==> config.mk <==
export PLATFORM = sky130hd
export DESIGN_NAME = sal_bk_ctrl
export DESIGN_NICKNAME = d
export VERILOG_FILES = /design/src/rtl/sal_bk_ctrl.sv
export SDC_FILE = /design/constraint.sdc
export NUM_CORES = 1
export LEC_CHECK = 0
export BUFFER_PORTS_ARGS = -buffer_cell sky130_fd_sc_hd__clkbuf_2
export CORE_MARGIN = 5
export CORE_UTILIZATION = 50
export CTS_CLUSTER_DIAMETER = 30
export CTS_CLUSTER_SIZE = 16
export DETAILED_ROUTE_END_ITERATION = 6
export GPL_TIMING_DRIVEN = 0
export PLACE_DENSITY = 0.71
export SLEW_MARGIN = 20
export SYNTH_ARGS = -nofsm -noshare
export SYNTH_HDL_FRONTEND = slang
export SYNTH_SLANG_ARGS = --single-unit
export TNS_END_PERCENT = 50
==> constraint.sdc <==
create_clock -name clk -period 3.5 [get_ports clk]
set_clock_uncertainty 0.15 [all_clocks]
set_input_delay 0.7 -clock clk [delete_from_list [all_inputs] [get_ports clk]]
set_output_delay 0.7 -clock clk [all_outputs]
set_load 0.01 [all_outputs]
==> src/rtl/sal_bk_ctrl.sv <==
// sal_bk_ctrl -- per-bank DDR2 controller, request side of the bank/scheduler
// handshake. It owns one bank's state machine and its timing counters, and
// raises act/rd/wr/pre/ref requests toward the scheduler. The bank advances
// only when the scheduler grants the request that is currently raised. The
// page policy is open-page: a row stays open until a row miss or a refresh
// forces a precharge.
//
// Ports:
//   clk, rst_n                 clock, asynchronous active-low reset
//   req_valid/req_ready        single-entry upstream access buffer handshake
//   req_wr, req_row            access type (1=write) and target row
//   ref_req_i / ref_ack_o      refresh request in; one-cycle pulse when REF is granted
//   act_req, rd_req, wr_req,
//   pre_req, ref_req           command requests (registered, at most one high)
//   ra                         row for ACT, valid together with act_req
//   act_gnt .. ref_gnt         scheduler grants (ignored unless matching req is high)
//   bank_open, open_row        open-row status
module sal_bk_ctrl #(
    parameter int ROW_AW = 14,
    parameter int T_RCD  = 3,
    parameter int T_RP   = 3,
    parameter int T_RAS  = 8,
    parameter int T_RTP  = 2,
    parameter int T_WTP  = 8,
    parameter int T_RFC  = 26
) (
    input  logic              clk,
    input  logic              rst_n,
    input  logic              req_valid,
    output logic              req_ready,
    input  logic              req_wr,
    input  logic [ROW_AW-1:0] req_row,
    input  logic              ref_req_i,
    output logic              ref_ack_o,
    output logic              act_req,
    output logic              rd_req,
    output logic              wr_req,
    output logic              pre_req,
    output logic              ref_req,
    output logic [ROW_AW-1:0] ra,
    input  logic              act_gnt,
    input  logic              rd_gnt,
    input  logic              wr_gnt,
    input  logic              pre_gnt,
    input  logic              ref_gnt,
    output logic              bank_open,
    output logic [ROW_AW-1:0] open_row
);

    // One counter width shared by all timers, sized for the largest parameter.
    localparam int M_A  = (T_RCD > T_RP)  ? T_RCD : T_RP;
    localparam int M_B  = (T_RAS > T_RTP) ? T_RAS : T_RTP;
    localparam int M_C  = (T_WTP > T_RFC) ? T_WTP : T_RFC;
    localparam int M_AB = (M_A > M_B) ? M_A : M_B;
    localparam int MAXT = (M_AB > M_C) ? M_AB : M_C;
    localparam int CW   = $clog2(MAXT + 1);

    // Counters are loaded with T-1 so that, with requests decoded from the
    // registered state, the dependent request first appears exactly T cycles
    // after the grant cycle.
    localparam logic [CW-1:0] LD_RCD = CW'(T_RCD - 1);
    localparam logic [CW-1:0] LD_RP  = CW'(T_RP - 1);
    localparam logic [CW-1:0] LD_RAS = CW'(T_RAS - 1);
    localparam logic [CW-1:0] LD_RTP = CW'(T_RTP - 1);
    localparam logic [CW-1:0] LD_WTP = CW'(T_WTP - 1);
    localparam logic [CW-1:0] LD_RFC = CW'(T_RFC - 1);

    // Bit positions inside the request vector.
    localparam int I_ACT = 4;
    localparam int I_RD  = 3;
    localparam int I_WR  = 2;
    localparam int I_PRE = 1;
    localparam int I_REF = 0;

    typedef enum logic [2:0] {
        S_CLOSED,
        S_ACTIVATING,
        S_OPEN,
        S_PRECHARGING,
        S_REFRESHING
    } state_t;

    state_t              state_q, state_next;
    logic [CW-1:0]       cnt_main_q, cnt_main_next;
    logic [CW-1:0]       cnt_ras_q, cnt_ras_next;
    logic [CW-1:0]       cnt_col_q, cnt_col_next;
    logic                pend_q, pend_next;
    logic                pend_wr_q, pend_wr_next;
    logic [ROW_AW-1:0]   pend_row_q, pend_row_next;
    logic                ref_pend_q, ref_pend_next;
    logic [ROW_AW-1:0]   open_row_q, open_row_next;
    logic                bank_open_q, bank_open_next;
    logic [4:0]          req_q, req_next;
    logic [ROW_AW-1:0]   ra_q, ra_next;
    logic                ref_ack_q, ref_ack_next;
    logic                req_ready_q, req_ready_next;

    logic [4:0]          gnt_vec;
    logic [4:0]          fire;
    logic [4:0]          fresh;
    logic                accept;
    logic [CW-1:0]       main_dec, ras_dec, col_dec;
    logic                timers_clear;
    logic                row_hit;

    function automatic logic [CW-1:0] sat_dec(input logic [CW-1:0] v);
        return (v == '0) ? '0 : v - 1'b1;
    endfunction

    assign gnt_vec = {act_gnt, rd_gnt, wr_gnt, pre_gnt, ref_gnt};

    // A grant counts only while its own request is raised.
    generate
        for (genvar gi = 0; gi < 5; gi++) begin : g_fire
            assign fire[gi] = req_q[gi] & gnt_vec[gi];
        end
    endgenerate

    always_comb begin
        state_next     = state_q;
        open_row_next  = open_row_q;
        bank_open_next = bank_open_q;
        fresh          = 5'b00000;
        ra_next        = ra_q;
        timers_clear   = 1'b0;
        row_hit        = 1'b0;

        accept = req_valid & req_ready_q;

        // Upstream buffer: acceptance only happens while empty, so it never
        // coincides with the column grant that empties it.
        pend_next     = accept | (pend_q & ~(fire[I_RD] | fire[I_WR]));
        pend_wr_next  = accept ? req_wr  : pend_wr_q;
        pend_row_next = accept ? req_row : pend_row_q;

        // A refresh pulse arriving while one is pending merges into it; a
        // pulse coinciding with the grant starts a fresh pending refresh.
        ref_pend_next = (ref_pend_q & ~fire[I_REF]) | ref_req_i;

        main_dec = sat_dec(cnt_main_q);
        ras_dec  = sat_dec(cnt_ras_q);
        col_dec  = sat_dec(cnt_col_q);

        if (fire[I_ACT])      cnt_main_next = LD_RCD;
        else if (fire[I_PRE]) cnt_main_next = LD_RP;
        else if (fire[I_REF]) cnt_main_next = LD_RFC;
        else                  cnt_main_next = main_dec;

        cnt_ras_next = fire[I_ACT] ? LD_RAS : ras_dec;

        // Column-to-precharge window: a new column command only extends it.
        if (fire[I_RD])      cnt_col_next = (LD_RTP > col_dec) ? LD_RTP : col_dec;
        else if (fire[I_WR]) cnt_col_next = (LD_WTP > col_dec) ? LD_WTP : col_dec;
        else                 cnt_col_next = col_dec;

        // Timed states leave one cycle before their counter reaches zero so
        // the follow-on request lines up with the counter expiring.
        case (state_q)
            S_CLOSED: begin
                if (fire[I_ACT]) begin
                    open_row_next = pend_row_q;
                    if (T_RCD == 1) begin
                        state_next     = S_OPEN;
                        bank_open_next = 1'b1;
                    end else begin
                        state_next = S_ACTIVATING;
                    end
                end else if (fire[I_REF]) begin
                    state_next = (T_RFC == 1) ? S_CLOSED : S_REFRESHING;
                end
            end
            S_ACTIVATING: begin
                if (cnt_main_q <= 1) begin
                    state_next     = S_OPEN;
                    bank_open_next = 1'b1;
                end
            end
            S_OPEN: begin
                if (fire[I_PRE]) begin
                    bank_open_next = 1'b0;
                    state_next     = (T_RP == 1) ? S_CLOSED : S_PRECHARGING;
                end
            end
            S_PRECHARGING: begin
                if (cnt_main_q <= 1) state_next = S_CLOSED;
            end
            S_REFRESHING: begin
                if (cnt_main_q <= 1) state_next = S_CLOSED;
            end
            default: state_next = S_CLOSED;
        endcase

        // Request decode from the next registered values; the result is
        // registered, so grants never reach the request outputs combinationally.
        timers_clear = (cnt_ras_next == '0) && (cnt_col_next == '0);
        row_hit      = (pend_row_next == open_row_next);
        case (state_next)
            S_CLOSED: begin
                if (ref_pend_next)  fresh[I_REF] = 1'b1;
                else if (pend_next) fresh[I_ACT] = 1'b1;
            end
            S_OPEN: begin
                if (ref_pend_next) begin
                    fresh[I_PRE] = timers_clear;
                end else if (pend_next && row_hit) begin
                    fresh[I_WR] = pend_wr_next;
                    fresh[I_RD] = ~pend_wr_next;
                end else if (pend_next) begin
                    fresh[I_PRE] = timers_clear;
                end
            end
            default: fresh = 5'b00000;
        endcase

        // A raised request stays until granted; this is what lets a column
        // command granted alongside a new refresh pulse complete first.
        if (|(req_q & ~gnt_vec)) begin
            req_next = req_q;
        end else begin
            req_next = fresh;
            if (fresh[I_ACT]) ra_next = pend_row_next;
        end

        ref_ack_next   = fire[I_REF];
        req_ready_next = ~pend_next;
    end

    always_ff @(posedge clk or negedge rst_n) begin
        if (!rst_n) begin
            state_q     <= S_CLOSED;
            cnt_main_q  <= '0;
            cnt_ras_q   <= '0;
            cnt_col_q   <= '0;
            pend_q      <= 1'b0;
            pend_wr_q   <= 1'b0;
            pend_row_q  <= '0;
            ref_pend_q  <= 1'b0;
            open_row_q  <= '0;
            bank_open_q <= 1'b0;
            req_q       <= 5'b00000;
            ra_q        <= '0;
            ref_ack_q   <= 1'b0;
            req_ready_q <= 1'b1;
        end else begin
            state_q     <= state_next;
            cnt_main_q  <= cnt_main_next;
            cnt_ras_q   <= cnt_ras_next;
            cnt_col_q   <= cnt_col_next;
            pend_q      <= pend_next;
            pend_wr_q   <= pend_wr_next;
            pend_row_q  <= pend_row_next;
            ref_pend_q  <= ref_pend_next;
            open_row_q  <= open_row_next;
            bank_open_q <= bank_open_next;
            req_q       <= req_next;
            ra_q        <= ra_next;
            ref_ack_q   <= ref_ack_next;
            req_ready_q <= req_ready_next;
        end
    end

    assign act_req   = req_q[I_ACT];
    assign rd_req    = req_q[I_RD];
    assign wr_req    = req_q[I_WR];
    assign pre_req   = req_q[I_PRE];
    assign ref_req   = req_q[I_REF];
    assign ra        = ra_q;
    assign ref_ack_o = ref_ack_q;
    assign req_ready = req_ready_q;
    assign bank_open = bank_open_q;
    assign open_row  = open_row_q;

endmodule

-- Yosys cells after proc, flatten, opt, wreduce, memory -nomap -nowiden
Cells that the tools add are included.
- order comparisons: 3
- muxes and demuxes: 35
- reduce and logical (&&, ||, !) cells: 14
- bitwise logic cells: 18
- equal/unequal tests: 8
- add/sub/neg operators: 3
- operators with widths (cell ; count):
    two-way mux 5 bit ; 11
    two-way mux 14 bit ; 3
    zero test 5 bit ; 5
    two-way mux 3 bit ; 6
    subtractor 5 x 1 -> 5 bit, second input constant ; 3
    equality test 14 bit ; 1
    case mux 3 bit (4 select lines) ; 1
    two-way mux 1 bit ; 11
    equality test 3 x 2 -> 1 bit, second input constant ; 3
    AND 1 bit ; 8
    zero test 3 bit ; 2
    AND 5 bit ; 1
    > comparator 1 x 5 -> 1 bit, first input constant ; 1
    > comparator 3 x 5 -> 1 bit, first input constant ; 1
    less-or-equal comparator 5 x 1 -> 1 bit, second input constant ; 1
    NOT 1 bit ; 5
    NOT 5 bit ; 1
    OR reduction 5 bit ; 1
    two-way mux 2 bit ; 2
    != test 2 bit, second input constant ; 2
    equality test 3 x 1 -> 1 bit, second input constant ; 1
    equality test 3 bit, second input constant ; 1
    OR 1 bit ; 3
    AND reduction 3 bit ; 1
    5 further kinds ; 6
- flip-flop bits (word level): 71
- input port bits: 24

-- Longest topological paths before layout
Gate-level depths: netlist of the first run.
- word-level depth: 12
- depth in mapped cells: 10
- depth with buffers taken out: 8

-- Worst setup path after synthesis of the first run
OpenSTA, ideal clock, no wires.
- path type: input -> register
- start point: in act_gnt
- end point: reg req_q[2]
- arrival time: 2543 ps
- cell stages on the path: 9
- data required time: 3281 ps
- path buffers: 2
- path slack: 738 ps
- library setup time: 69 ps
- cell sequence: and2_1 > buf_6 > and2_4 > buf_6 > o41ai_2 > a211oi_1 > or4_1 > nor4_4 > a32o_1
- word-level cells in the longest chain between the ends: 8
- elaborated cells on any way between the ends: 14
- those cells by class: eq/ne (2); mux (7); bitwise (3); reduce/logical (2)
- ends and longest elaborated chain (item ; RTL line ; text):
    start, declared ; 41 ; input logic act_gnt,
    AND 1 bit ; 115 ; assign fire[gi] = req_q[gi] & gnt_vec[gi];
    two-way mux 14 bit ; 160 ; if (fire[I_ACT]) begin
    two-way mux 14 bit ; 158 ; case (state_q)
    equality test 14 bit ; 196 ; row_hit = (pend_row_next == open_row_next);
    logical AND 1 bit ; 205 ; end else if (pend_next && row_hit) begin
    two-way mux 2 bit ; 205 ;
    two-way mux 2 bit ; 203 ; if (ref_pend_next) begin
    two-way mux 3 bit ; 197 ; case (state_next)
    end signal, assigned ; 255 ; req_q <= req_next;
    end, declared ; 93 ; logic [4:0] req_q, req_next;
Parallel ways exist; a longest one is shown, timed or not.
A chain may end at the register's enable or synchronous reset.

-- Final worst setup path of the first run
- start point: reg req_ready_q, in the netlist req_ready
- end point: reg req_q[1]
- word-level cells in the longest chain between the ends: 7
- elaborated cells on any way between the ends: 9
- those cells by class: eq/ne (1); mux (5); bitwise (2); reduce/logical (1)
- ends and longest elaborated chain (item ; RTL line ; text):
    start, declared ; 96 ; logic req_ready_q, req_ready_next;
    start signal, assigned ; 258 ; req_ready_q <= req_ready_next;
    AND 1 bit (*) ; 128 ; accept = req_valid & req_ready_q;
    two-way mux 14 bit ; 134 ; pend_row_next = accept ? req_row : pend_row_q;
    equality test 14 bit ; 196 ;
    logical AND 1 bit ; 205 ;
    two-way mux 1 bit (*) ; 205 ;
    two-way mux 1 bit (*) ; 203 ;
    two-way mux 3 bit (*) ; 197 ;
Every way passes the cells marked *; elsewhere a longest branch is shown, timed or not.

==> results, run 1 <==
- The floorplan step defined a die boundary enclosing 0.00924 mm².
- The end of the worst register-to-register path is req_q[1].
- The power after layout is 0.00336 W.
- The routed via count divided by cell count is 5.68.
- The clock root buffer master is sky130_fd_sc_hd__clkbuf_8.
- The library cell used most frequently in the layout, excluding fill and tap cells, is sky130_fd_sc_hd__nand2_1.
- The signal on the critical path passes through and2_1, clkbuf_1, buf_1, nor2_1, a21oi_1, o22ai_1, o2111ai_1, nor4_4, o41ai_1.
- The routed design could run at a clock period as short as 2.93 ns.
- The number of gates resized after cts is 0.
- The standard cell core area is 0.00725 mm².
- For this run the aggregate overflow at the end of global routing stands at 0.
- The number of inserted filler cells in the final layout is 642.
- In this run the deepest clock path goes through 2 buffers.
- Synthesis handed over a netlist of 402 instances.
- The met3 wire length is 720 µm.
- After clock tree synthesis, the flow added hold-fix buffers numbering 0.
- The horizontal die dimension is 96.2 µm.
- The worst register-to-register path begins at req_ready.
- In the global route stage, overall resource usage came out at 20.5%.
- TritonCTS built the clock tree.
- The critical path is of the reg -> reg type.
- The initial antenna violation count is 0.
- The final core utilization is 59.8%.
- The slew at the pin with the worst max-slew slack is 0.600 ns.
- The worst-skew pair later-pin latency is 0.34 ns.
- In the final layout, the share of cells above drive strength 1 is 18.6%.
- The final period utilization is 83.8%.
- The initial core utilization is 51.2%.
- After detailed routing, the met2 layer carries 4.01 mm of wire.
- For this block, wires on met1 add up to 4.06 mm.
- After clock tree synthesis, the clock-pin slew on the worst setup and hold paths is 0.08 ns.
- The detailed placer's ending HPWL is 6.33 mm.
- The endpoint class of the critical path is a flop.
- The distinct cell type count after synthesis is 56.
- Clock tree synthesis found a total of 71 sinks.
- The layout overhead on the synthesized area is 16.8%.
- The final count of hold timing violations came to 0.
- For this design the ratio of total power to cell area is 774 mW/mm².
- Synthesis produced a netlist with a net count of 430.
- In the synthesized netlist the dominant register cell turns out to be sky130_fd_sc_hd__dfrtp_1.
- The number of max-slew violations in the final report is 0.
- The via count of the first global-routing pass was 3009.
- The async set-or-reset flop fraction in the synthesized netlist is 100%.
- Yosys printed 0 warnings.
- The tool flagged a number of max-cap violations equal to 0.
- Setup total negative slack on the finished layout was measured at 0 ns.
- STA puts the critical path data required time at 3.58 ns.
- The run finished with clean final reports.
- The top-level I/O count is 60.
- The count of state elements after synthesis is 71.
- For this run, the slowest stage of the critical path takes 0.54 ns.
- The number of flops mapped to enable cells by yosys is 0.
- In the layout the commonest cells are 101 x sky130_fd_sc_hd__nand2_1, 70 x sky130_fd_sc_hd__dfrtp_1, 58 x sky130_fd_sc_hd__clkbuf_2, 21 x sky130_fd_sc_hd__nor3_1, 21 x sky130_fd_sc_hd__o21ai_0.
- The synthesized cell area is 0.00371 mm².
- The length in cells of the worst reg-to-reg path is 9.
- The via count is 3276.
- Input and output buffers added on the ports amount to 59.
- After detailed routing, the total wire length is 8.89 mm.
- The sequential area share after synthesis is 47.9%.
- The iteration count of the initial detailed-routing pass is 5.
- The first global-routing pass estimated 14.6 mm of wire.
- STA classifies the critical path startpoint as a flop.
- The antenna diode instance count is 0.
- Headroom to the max-slew limit came out at 59.6%.
- The chip height is 96.2 µm.
- At the worst endpoint, the arrival time is 3.01 ns.
- The total CTS buffers is 9.
- The worst vdd rail ir drop is 0.346 mV.
- After detailed routing, the number of remaining DRC violations is 0.
- The mean instance size in the synthesized netlist is 9.23 µm².
- The number of setup buffers added after CTS is 0.
- The reported leakage power is 2.10 nW.
- The detail route stage leaves a number of antenna-violating nets equal to 0.
- The maximum number of pins on one net before global-route repair is 50.
- The cell with the largest stage delay on the worst path is sky130_fd_sc_hd__dfstp_2.
- In this run the register-to-register setup slack is 0.57 ns.
- Static timing analysis puts the maximum clock frequency at 341 MHz.
- After detailed routing, the average wire length per cell comes to 15.4 µm.
- The starting DRC count in detailed routing is 190.
- The count of standard-cell rows is 31.
- The net count of the finished layout is 501.
- At the end of routability-driven placement, the weighted congestion stood at 0.843.
- Setup repair after global routing left no endpoint under its margin.
- In this run the top signal layer used is met4.
- Setup violations remaining at the end of the flow were counted as 0.
- The min-delay analysis places its worst path in the category in -> async.
- The maximum net fanout on the critical path is 10.
- The CTS H-tree depth is 3.
## sequential cells by signal (all words and copies together), names as in the netlist
| name | count |
|---|---|
| req_ready | 1 |
| pend_row_q | 14 |
| open_row | 14 |
| ref_pend_q | 1 |
| ref_ack_o | 1 |
| cnt_main_q | 5 |
| cnt_col_q | 5 |
| cnt_ras_q | 5 |
| pend_q | 1 |
| pend_wr_q | 1 |
| bank_open | 1 |
| req_q | 5 |
| ra | 14 |
| state_q | 3 |
## layer usage
layer  track usage, %  up-vias
met3             6.18       14
li1                 -     1569
met1             28.6     1570
met5                0        -
met2             30.2      123
met4             7.23        0
## cell type report
cell class	instances	area, µm²	area share, %
clock inverters	4	20.0	0.462
repair buffers	60	325	7.50
flip-flops and latches	71	1780	41.0
clock buffers	12	155	3.58
plain buffers	20	96.3	2.22
multi-input cells	292	1770	40.7
inverters	19	71.3	1.65
well taps	99	124	2.86
## cells in the mapped netlist (all sizes together), types with 9 or more instances
master / count / area [µm²]
a21oi: 10 / 50.1
buf: 9 / 55.1
nor3: 22 / 115
clkbuf: 11 / 41.3
dfrtp: 70 / 1750
xnor2: 17 / 149
o21ai: 28 / 140
mux2: 14 / 158
nor2: 15 / 56.3
nand2: 101 / 379
o211ai: 12 / 90.1
inv: 19 / 71.3
o41ai: 13 / 129
## critical path, delay by kind of cell (launching register included)
kind,cells,cell delay [ns]
buffers and inverters,2,0.90
and+or+nand+nor,3,0.32
AOI/OAI and AO/OA,4,0.92
DFF,1,0.54
## how the worst max path moves through the flow
stage | start | end | slack [ns] | depth (start not counted)
finish | req_ready | req_q[1] | 0.57 | 9
global route | req_ready | req_q[1] | 0.32 | 9
CTS | state_q[2] | req_q[1] | 0.57 | 9
detailed placement | req_valid | req_q[1] | 0.30 | 9
global placement | req_valid | req_q[1] | 0.31 | 8
floorplan | act_gnt | req_q[2] | 0.74 | 9
## per-stage QoR
step / instances / area [µm²] / hold slack (ns) / worst slack, ns
2_1_floorplan: 402 / 3710 / 0.254 / 0.738
3_3_place_gp: 560 / 4130 / 0.323 / 0.314
3_5_place_dp: 561 / 4160 / 0.331 / 0.297
4_1_cts: 577 / 4340 / 0.134 / 0.573
5_1_grt: 577 / 4340 / 0.137 / 0.316
6_report: 577 / 4340 / 0.128 / 0.565
## cell families (layout without fill, tap and decap cells)
logic type | Yosys count | count (layout) | share of synthesized area [%]
adders and majority gates | 4 | 4 | 1.35
and+or+nand+nor | 159 | 159 | 19.0
AOI/OAI and AO/OA | 93 | 93 | 17.7
xor gates and xnor gates | 21 | 21 | 4.96
DFF | 71 | 71 | 47.9
buffers and inverters | 39 | 115 | 4.52
muxes | 15 | 15 | 4.52
## power breakdown
part           internal (W)  switching, W  total [W]
Clock              0.000292      0.000297   0.000588
Sequential          0.00112      0.000275    0.00140
Combinational      0.000604      0.000766    0.00137
(Power assumes the default switching activity.)
==> run 2: changes to the inputs <==
- ABC_AREA: unset -> 1
- clock period: 3.5 -> 3.1 ns (I/O delays scaled with it)
==> run 2 against run 1 <==
Via count rose by 0.40%. Sequential power up 6%. Critical path type unchanged. Register-to-register slack better by 0.35 ns. Die area shrank 0.33%. Cell count grew 16%. Clock power grew 3%. Synthesized cell count up 24%. Highest routed layer unchanged.
==> results, run 2 <==
- Most frequent cells after synthesis: 190 x sky130_fd_sc_hd__nand2_1, 87 x sky130_fd_sc_hd__inv_1, 70 x sky130_fd_sc_hd__dfrtp_1, 40 x sky130_fd_sc_hd__nand3_1, 29 x sky130_fd_sc_hd__nor2_1 (was 101 x sky130_fd_sc_hd__nand2_1, 70 x sky130_fd_sc_hd__dfrtp_1, 21 x sky130_fd_sc_hd__nor3_1, 21 x sky130_fd_sc_hd__o21ai_0, 19 x sky130_fd_sc_hd__inv_1).
- The total CTS buffers is 9 (unchanged).
- The end of the worst register-to-register path is req_q[1] (unchanged).
- The cell taking the most area after synthesis is sky130_fd_sc_hd__dfrtp_1 (unchanged).
- The standard cell core area came to 0.00721 mm² (was 0.00725 mm²).
- The synthesized cell area is 0.00370 mm² (was 0.00371 mm²).
- The sequential cell area is 0.00178 mm² (unchanged).
- The endpoint class of the critical path is a flop (unchanged).
- The CTS H-tree depth is 3 (unchanged).
- The worst endpoint data arrival time came to 2.27 ns (was 3.01 ns).
- The chip height is 96.0 µm (was 96.2 µm).
- The switching part of the total is 42.9% (was 39.9%).
- The initial core utilization was 51.2% (about the same).
- The proportion of power drawn by the clock network came to 15.1% (was 17.5%).
- The clock root buffer master is sky130_fd_sc_hd__clkbuf_8 (unchanged).
- The via count of the first global-routing pass is 3311 (was 3009).
- The final antenna-violating net count is 0 (unchanged).
- The detailed placer's ending HPWL is 6.43 mm (was 6.33 mm).
- The worst vdd rail ir drop is 0.487 mV (was 0.346 mV).
- The count of standard-cell rows is 31 (unchanged).
- The maximum number of pins on one net before global-route repair came to 45 (was 50).
- RSZ-0062 raised after global routing: false (unchanged).
- The total wire length after detailed routing was 8.63 mm (was 8.89 mm).
- The antenna diode instance count is 0 (unchanged).
- The final critical path time including I/O delays and setup is 2.19 ns (was 2.93 ns).
- Cell types with the largest area share after synthesis: sky130_fd_sc_hd__dfrtp_1 47%, sky130_fd_sc_hd__nand2_1 19%, sky130_fd_sc_hd__inv_1 8.8%, sky130_fd_sc_hd__nand3_1 5.4%, sky130_fd_sc_hd__nor2_1 2.9% (was sky130_fd_sc_hd__dfrtp_1 47%, sky130_fd_sc_hd__nand2_1 10%, sky130_fd_sc_hd__mux2_1 4.2%, sky130_fd_sc_hd__xnor2_1 4.0%, sky130_fd_sc_hd__nor3_1 2.8%).
- The average wire length per cell after detail routing was 12.9 µm (was 15.4 µm).
- The most frequent standard cell in the layout excluding fill and tap cells was sky130_fd_sc_hd__nand2_1 (unchanged).
- The final total negative setup slack is 0 ns (unchanged).
- The via count is 3289 (was 3276).
- The number of flops mapped to enable cells by yosys is 0 (unchanged).
- The worst-skew pair later-pin latency came to 0.34 ns (about the same).
- The area enclosed by the die boundary is 0.00921 mm² (was 0.00924 mm²).
- The layout overhead on the synthesized area is 16.1% (was 16.8%).
- The sink count of the clock tree was 71 (unchanged).
- The top cell type's share of synthesized area was 47.4% (was 47.2%).
- The starting DRC count in detailed routing is 122 (was 190).
- The count of state elements after synthesis is 71 (unchanged).
- The critical path data required time is 3.18 ns (was 3.58 ns).
- The maximum net fanout on the critical path is 10 (unchanged).
- The mean instance size in the synthesized netlist is 7.44 µm² (was 9.23 µm²).
- The kind of start point of the critical path is a flop (unchanged).
- The internal power of the cells is 0.00227 W (was 0.00202 W).
- The net count after synthesis was 525 (was 430).
- The total congestion overflow is 0 (unchanged).
- The initial antenna violation count is 0 (unchanged).
- The power share of the combinational group is 47.7% (was 40.8%).
- The post-place instance area is 0.00415 mm² (was 0.00416 mm²).
- The maximum number of buffers from clock root to sink is 2 (unchanged).
- The TritonCTS clock tree is yes (unchanged).
- The worst hold slack is 0.0852 ns (was 0.128 ns).
- The final period utilization is 70.6% (was 83.8%).
- The worst reg-to-reg setup slack is 0.91 ns (was 0.57 ns).
- The slew at the pin with the worst max-slew slack is 0.425 ns (was 0.600 ns).
- The maximum clock frequency is 457 MHz (was 341 MHz).
- The area of combinational cells with multiple inputs came to 0.00148 mm² (was 0.00177 mm²).
- The type of the worst setup path is reg -> reg (unchanged).
- The horizontal die dimension is 96.0 µm (was 96.2 µm).
- The number of max-cap violations is 0 (unchanged).
- Run status: completed (unchanged).
- The async set-or-reset flop fraction in the synthesized netlist came to 100% (unchanged).
- The final count of hold timing violations was 0 (unchanged).
- The total of warnings raised by yosys came to 0 (unchanged).
- The reported leakage power is 2.54 nW (was 2.10 nW).
- The class of the tightest hold or removal check is in -> async (unchanged).
- The ratio of cells with drive above 1 in the final layout is 18.0% (was 18.6%).
- The overall track demand over capacity in global routing is 20.9% (was 20.5%).
- The net switching power was 0.00171 W (was 0.00134 W).
- The most instantiated library cell after synthesis is sky130_fd_sc_hd__nand2_1 (unchanged).
- The clock transition at the registers of the reported paths was 0.07 ns (was 0.08 ns).
- The net count reported at finish is 596 (was 501).
- The number of inserted filler cells in the final layout was 676 (was 642).
- The number of max-slew violations in the final report was 0 (unchanged).
- The top-level I/O count is 60 (unchanged).
- The number of gates resized after cts is 0 (unchanged).
- The iteration count of the initial detailed-routing pass is 6 (was 5).
- The routed via count divided by cell count came to 4.91 (was 5.68).
- The DRC violation count after routing is 0 (unchanged).
- The count of port buffers added during placement was 59 (unchanged).
- The distinct cell type count after synthesis was 31 (was 56).
- The worst-case headroom to the max-slew limit was 71.6% (was 59.6%).
- The most instantiated flip-flop cell in the synthesis netlist was sky130_fd_sc_hd__dfrtp_1 (unchanged).
- The power density over the cells was 927 mW/mm² (was 774 mW/mm²).
- The final cell area excluding filler cells is 0.00429 mm² (was 0.00434 mm²).
- The routability congestion estimate from global placement came to 0.799 (was 0.843).
- The number of setup buffers added after CTS is 0 (unchanged).
- The length in cells of the worst reg-to-reg path is 14 (was 9).
- The number of failing setup endpoints in the final timing report is 0 (unchanged).
- Top library cells by usage in the layout, fill and taps aside: 190 x sky130_fd_sc_hd__nand2_1, 87 x sky130_fd_sc_hd__inv_1, 70 x sky130_fd_sc_hd__dfrtp_1, 59 x sky130_fd_sc_hd__clkbuf_2, 40 x sky130_fd_sc_hd__nand3_1 (was 101 x sky130_fd_sc_hd__nand2_1, 70 x sky130_fd_sc_hd__dfrtp_1, 58 x sky130_fd_sc_hd__clkbuf_2, 21 x sky130_fd_sc_hd__nor3_1, 21 x sky130_fd_sc_hd__o21ai_0).
- The wire length of the first global-routing pass is 14.7 mm (was 14.6 mm).
- The gate count of the mapped netlist is 497 (was 402).
- The sequential area share after synthesis came to 48.1% (was 47.9%).
- The sequential group share of total power came to 37.2% (was 41.7%).
- The startpoint of the lowest-slack register-to-register path is req_ready (unchanged).
- The quantity of hold-fixing buffers added after cts is 0 (unchanged).
==> run 2: area by class of cell <==
class                      count  share of cell area (%)
sequential                    71                    41.4
tap                           99                    2.89
buffer                        12                    2.48
multi-input combinational    325                    34.5
clock buffer                  12                    3.15
clock inverter                 2                   0.233
inverter                      89                    7.78
timing repair buffer          60                    7.58
==> run 2: critical path, stage by stage, from the launching register on <==
cell                      delay [ns]
sky130_fd_sc_hd__dfstp_2        0.55
sky130_fd_sc_hd__nand2_2        0.08
sky130_fd_sc_hd__buf_6          0.15
sky130_fd_sc_hd__o21ai_0        0.28
sky130_fd_sc_hd__inv_1          0.10
sky130_fd_sc_hd__nand2_1        0.08
sky130_fd_sc_hd__nand2_1        0.05
sky130_fd_sc_hd__nor2_1         0.12
sky130_fd_sc_hd__nand2_1        0.07
sky130_fd_sc_hd__nor2_1         0.11
sky130_fd_sc_hd__nand2_1        0.11
sky130_fd_sc_hd__nand2_1        0.07
sky130_fd_sc_hd__nand2_1        0.05
sky130_fd_sc_hd__nand2_1        0.06
sky130_fd_sc_hd__nand2_1        0.04
==> run 2: how the worst max path moves through the flow <==
stage | from | to | slack [ns] | cells after the start
after floorplan | req_valid | req_q[1] | 1.14 | 14
after global placement | rst_n | open_row[0] | 0.62 | 1
after detailed placement | req_valid | req_q[1] | 0.72 | 15
after CTS | req_ready | req_q[1] | 0.90 | 14
after global routing | req_ready | req_q[1] | 0.63 | 14
final | req_ready | req_q[1] | 0.91 | 14
==> run 2: routing by layer <==
metal  global-route usage, %  share of wire, %  wire [µm]  up-vias
met5                       0                 0          0        -
met3                    3.83               4.5        391       14
met1                    25.9                45       3870     1538
met4                    8.89               1.2        106        0
li1                        -                 -          -     1649
met2                    35.5                49       4260       88
==> run 2: through the flow <==
| stage | worst slack (ns) | std cells | utilization (%) | power [W] |
|---|---|---|---|---|
| finish | 0.912 | 670 | 59.5 | 0.00398 |
| global route | 0.629 | 670 | 59.5 | 0.00439 |
| CTS | 0.896 | 670 | 59.5 | 0.00402 |
| detailed placement | 0.720 | 656 | 57.5 | 0.00340 |
| global placement | 0.624 | 655 | 57.1 | 0.00333 |
| floorplan | 1.14 | 497 | - | 0.00284 |
==> run 2: logic make-up (layout without fill, tap and decap cells) <==
group                    after synthesis  count (layout)  share of synthesized area (%)
AO/OA/AOI/OAI                         38              38                           5.96
XOR/XNOR                               4               4                          0.948
adder cells (fa/ha/maj)                4               4                           1.35
buffers and inverters                101             175                           11.9
flip-flops                            71              71                           48.1
AND/OR/NAND/NOR                      279             279                           31.7
==> run 2: power groups by stage <==
stage               registers [W]  logic (W)  clock network (W)
finish                    0.00148    0.00190           0.000603
global route              0.00153    0.00220           0.000667
CTS                       0.00148    0.00191           0.000623
detailed placement        0.00149    0.00190                  0
global placement          0.00149    0.00184                  0
floorplan                 0.00156    0.00128                  0
